--- config.mk ---
export PLATFORM = sky130hd
export DESIGN_NAME = pipe_mux_reg
export DESIGN_NICKNAME = d
export VERILOG_FILES = /design/src/rtl/pipe_mux_reg.sv
export SDC_FILE = /design/constraint.sdc
export NUM_CORES = 1
export LEC_CHECK = 0
export ABC_AREA = 1
export BUFFER_PORTS_ARGS = -buffer_cell sky130_fd_sc_hd__buf_2
export CORE_AREA = 5 5 69 71
export DETAILED_ROUTE_END_ITERATION = 7
export DIE_AREA = 0 0 74 76
export GPL_TIMING_DRIVEN = 0
export HOLD_SLACK_MARGIN = 0.05
export PLACE_DENSITY = 0.76
export REMOVE_ABC_BUFFERS = 1
export SLEW_MARGIN = 20
export SYNTH_ARGS = -nofsm -noshare
export SYNTH_HDL_FRONTEND = slang
export SYNTH_SLANG_ARGS = --single-unit
export TNS_END_PERCENT = 5
--- constraint.sdc ---
create_clock -name clk -period 0.9 [get_ports clk]
set_input_delay 0.09 -clock clk [delete_from_list [all_inputs] [get_ports clk]]
set_output_delay 0.09 -clock clk [all_outputs]
set_load 0.03 [all_outputs]
--- src/rtl/pipe_mux_reg.sv ---
// N-way WIDTH-bit lane selector with a registered output stage.
// Carries valid, stall hold, flush bubble and a sticky bad-select flag.
module pipe_mux_reg #(
  parameter  int              WIDTH       = 32,
  parameter  int              N           = 2,
  parameter  logic [WIDTH-1:0] DEFAULT_VAL = {WIDTH{1'b0}},
  localparam int              SEL_W       = (N > 1) ? $clog2(N) : 1
) (
  input  logic               clk,
  input  logic               reset,
  input  logic [N*WIDTH-1:0] in_bus,
  input  logic [SEL_W-1:0]   sel,
  input  logic               in_valid,
  input  logic               stall,
  input  logic               flush,
  output logic [WIDTH-1:0]   m_out,
  output logic               out_valid,
  output logic               sel_err
);

  localparam logic [SEL_W:0] N_W = (SEL_W + 1)'(N);

  logic             in_range;
  logic [WIDTH-1:0] lane;

  // Extra zero bit keeps the compare exact when N == 2**SEL_W.
  assign in_range = {1'b0, sel} < N_W;

  always_comb begin
    lane = DEFAULT_VAL;
    if (in_range)
      lane = in_bus[int'(sel)*WIDTH +: WIDTH];
  end

  logic do_flush;
  logic do_hold;
  logic do_load;

  assign do_flush = flush;
  assign do_hold  = !flush && stall;
  assign do_load  = !flush && !stall && in_valid;

  logic [WIDTH-1:0] m_n;
  logic             v_n;
  logic             err_n;

  always_comb begin
    m_n   = m_out;
    v_n   = out_valid;
    err_n = sel_err;
    unique case (1'b1)
      do_flush: begin
        m_n = '0;
        v_n = 1'b0;
      end
      do_hold: begin
        m_n = m_out;
        v_n = out_valid;
      end
      do_load: begin
        m_n   = lane;
        v_n   = 1'b1;
        err_n = sel_err | !in_range;
      end
      default: begin
        v_n = 1'b0;
      end
    endcase
  end

  always_ff @(posedge clk) begin
    if (reset) begin
      m_out     <= '0;
      out_valid <= 1'b0;
      sel_err   <= 1'b0;
    end else begin
      m_out     <= m_n;
      out_valid <= v_n;
      sel_err   <= err_n;
    end
  end

endmodule

# [Yosys cells after proc, flatten, opt, wreduce, memory -nomap -nowiden]
# Index checks and enable logic that the tools add are counted.
[word_totals] regBits=33 wordCells=11
[op_classes] n_shift=1 n_reduce_logical=6 n_mux=2
[op_table] operator="one-hot mux 32 bit (2 select lines)" n=1
[op_table] operator="indexed part select 64 x 7 -> 32 bit" n=1
[op_table] operator="logical AND 1 bit" n=3
[op_table] operator="zero test 1 bit" n=2
[op_table] operator="one-hot mux 1 bit (2 select lines)" n=1
[op_table] operator="nonzero test 2 bit" n=1

# [Longest topological paths before layout]
[depth] word_depth=4 ltp_mapped=7 depth_no_buf=5

# [Worst setup path after synthesis]
# OpenSTA, ideal clock, no wires.
[synth_timing] path_kind="reg2reg" startpoint="reg, netlist name m_out[0]" endpoint="reg m_out[0]" path_stages_with_launch=3 period_less_slack_ns=0.788 t_arrival_ns=0.718 slack_ns=0.112 setup_time_ns=0.070 path_cell_list="dfxtp_1 -> nand3_1 -> a21oi_1"
[synth_lines] element="end signal: assignment" line_no="77" source="m_out <= m_n;"
[synth_lines] element="end: declaration" line_no="16" source="output logic [WIDTH-1:0] m_out,"

# [Final worst setup path]
[layout_timing] startpoint="reg m_out[26]" endpoint="out m_out[26]"
# No word-level cell between the ends.

==> metrics.log <==
INFO  metric run_status = finished, final reports clean
INFO  metric setup_repair_after_global_routing_missed_its_margin = true
INFO  metric clkTransAtPathRegs = 0.06 ns
INFO  metric grt_max_degree = 35
INFO  metric seq_power_share = 0.482
INFO  metric number_of_design_rule_violations_left_by_the_first_detailed_router_iteration = 72
INFO  metric synthesis.area_per_instance = 6.65 um2
INFO  metric synth-adder-area-share = 0
INFO  metric critPathKind = flip-flop to primary output
INFO  metric globalRouteOverflowTotal = 0
INFO  metric routed-via-count = 1,861
INFO  metric power.clock.fraction = 0.329
INFO  metric timing.hold.worst.class = input port to flip-flop
INFO  metric cellInternalPower = 2.28 mW
INFO  metric end_kind = primary output
INFO  metric final_clock_period_utilization_by_the_worst_path = 0.974
INFO  metric timing.critical_path.buf_inv = 1
INFO  metric std_cell_rows = 24
INFO  metric synth_seq_cells = 33
INFO  metric synthMuxAreaShare = 0
INFO  metric post_route_non_filler_standard_cell_count = 398
INFO  metric critPathSlowestCell = sky130_fd_sc_hd__dfxtp_1
INFO  metric chipWidth = 74 um
INFO  metric comb_power_share = 0.188
INFO  metric ir_drop = 801 uV
INFO  metric arrival = 0.79 ns
INFO  metric mostFrequentLayoutCell = sky130_fd_sc_hd__nand2_1
INFO  metric finalSetupViolations = 0
INFO  metric clock.fmax = 1140 MHz
INFO  metric seq_area_frac_synth = 0.390
INFO  metric fp.dieH = 76 um
INFO  metric p_total = 3.14 mW
INFO  metric power.share.switching = 0.272
INFO  metric tritoncts_num_sinks = 33
INFO  metric syn_to_final_growth = 38.4%
INFO  metric startpoint_type = flip-flop
INFO  metric place_congestion = 0.717
INFO  metric synth-compound-area-share = 0.0974
INFO  metric crit_required = 0.81 ns
INFO  metric drt-wirelength-per-cell = 11.6 um
INFO  metric clk_root_buffer_cell = sky130_fd_sc_hd__clkbuf_8
INFO  metric num-nets-final = 415
INFO  metric dp.cells = 388
INFO  metric switchingPower = 0.853 mW
INFO  metric place.port_buffers = 102
INFO  metric antenna_fix_cells = 0
INFO  metric max_slew.worst_pin.slew = 0.600 ns
INFO  metric drc = 0
INFO  metric power_density = 1340 nW/um2
INFO  metric worstPathMaxFanout = 2
INFO  metric mappedNetlistArea = 1700 um2
INFO  metric timing.final.max_slew_violations = 0
INFO  metric layout_common_cells = sky130_fd_sc_hd__nand2_1, sky130_fd_sc_hd__buf_2, sky130_fd_sc_hd__nand3_1, sky130_fd_sc_hd__a21oi_1, sky130_fd_sc_hd__dfxtp_1
INFO  metric totalWireLength = 4630 um
INFO  metric route.antenna.remaining_nets = 0
INFO  metric synth_cells = 255
INFO  metric synth_cell_types = 14
INFO  metric ioPinCount = 104
INFO  metric final.min_clock_period = 0.876 ns
INFO  metric fin_skew = 0 ns
INFO  metric vias_per_cell = 4.68
INFO  metric design.core.area = 4170 um2
INFO  metric cell_chain_of_the_critical_path = clkbuf_4
INFO  metric final.hold.worst_slack = 0.105 ns
INFO  metric yosys.area_share.xor_xnor = 0
INFO  metric max_slew_margin = 0.600
INFO  metric grt_first_pass_wirelength = 7500 um
INFO  metric leakage = 1.17 nW
INFO  metric clock_latency = 0.27 ns
INFO  metric synth-warning-count = 0
INFO  metric grt_pass1_vias = 1,654
INFO  metric number_of_max_cap_violations = 0
INFO  metric critical-path-top-delay-family = flip-flops
INFO  metric finalCoreUtilization = 0.562
INFO  metric initial_core_util = 0.406
INFO  metric postLayoutCellArea = 2350 um2
INFO  metric tritoncts = built
INFO  metric dieArea = 5620 um2
INFO  metric cp_slowest_stage_delay = 0.33 ns
INFO  metric count_of_final_hold_check_violations = 0
INFO  metric cts.hold.buffers_added = 0
INFO  metric place_area = 2100 um2
INFO  metric layout-drive-gt1-share = 0.335
INFO  metric max_root_sink_buffers = 2
INFO  metric synth_simple_gate_area_share = 0.399
INFO  metric grt_antenna_before_repair = 0
INFO  metric groute.usage.overall = 0.164
INFO  metric dominant_combinational_cell_family_by_area_after_synthesis = simple AND/OR/NAND/NOR gates
INFO  metric hpwl = 2960 um
INFO  metric ctsHtreeMaxLevel = 2
INFO  metric drt-pass1-iter-count = 4
INFO  metric tritoncts.num_buffers = 5
==> state kept, by name, summed over array words and instances (netlist names) <==
register and count:
out_valid 1, m_out 32
==> routing by layer <==
layer | global-route usage | wire (um) | up-vias
li1 | - | - | 989
met1 | 0.198 | 1860 | 805
met2 | 0.280 | 2330 | 65
met3 | 0.0422 | 428 | 2
met4 | 0.0489 | 11 | 0
met5 | 0 | 0 | -
==> cell usage after synthesis, drive strengths merged <==
| cell type | number | area share |
|---|---|---|
| conb | 1 | 0.0022 |
| buf | 18 | 0.093 |
| clkbuf | 3 | 0.0066 |
| a21oi | 33 | 0.097 |
| nand3 | 33 | 0.097 |
| nand2 | 129 | 0.29 |
| clkinv | 1 | 0.0052 |
| dfxtp | 33 | 0.39 |
| nor2 | 1 | 0.012 |
| inv | 3 | 0.0066 |
==> power by group through the flow <==
stage / Combinational [mW] / Clock, mW / Sequential (mW)
final: 0.591 / 1.03 / 1.51
after global routing: 0.662 / 1.13 / 1.51
after CTS: 0.574 / 1.08 / 1.51
after detailed placement: 0.545 / 0 / 1.54
after global placement: 0.540 / 0 / 1.54
after floorplan: 0.209 / 0 / 1.61
==> path summary, 6_finish.rpt <==
path,end,start,slack [ns],cells after the start
max,m_out[26],m_out[26],0.02,1
min reg2reg,m_out[16],m_out[16],0.48,2
max reg2reg,m_out[28],m_out[28],0.25,2
min,out_valid,stall,0.11,3
==> through the flow <==
stage                     setup WS [ns]  TNS (ns)
after detailed placement         -0.557    -17.58
after floorplan                  0.0377         0
after CTS                      0.000733         0
after global routing            -0.0150   -0.0224
after global placement           -0.529    -16.55
final                            0.0238         0
==> area by class of cell <==
| class | instances | area, um2 |
|---|---|---|
| Clock buffer | 8 | 80.1 |
| Fill cell | 415 | 1830 |
| Inverter | 4 | 22.5 |
| Multi-Input combinational cell | 198 | 866 |
| Sequential cell | 33 | 663 |
| Tap cell | 52 | 65.1 |
| Timing Repair Buffer | 103 | 649 |
==> logic make-up (layout without fill, tap and decap cells) <==
family          count (synthesis)  after routing
compound gates                 33             33
other cells                     1              1
simple gates                  163            164
flops                          33             33
buf+inv                        25            115
==> repair_timing <==
action	4_1_cts	5_1_grt
resized for setup	23	35
setup buffers	0	1
pin swaps	2	2
gates cloned	1	0
endpoints found under the setup margin	54	52
(Power assumes the default switching activity.)
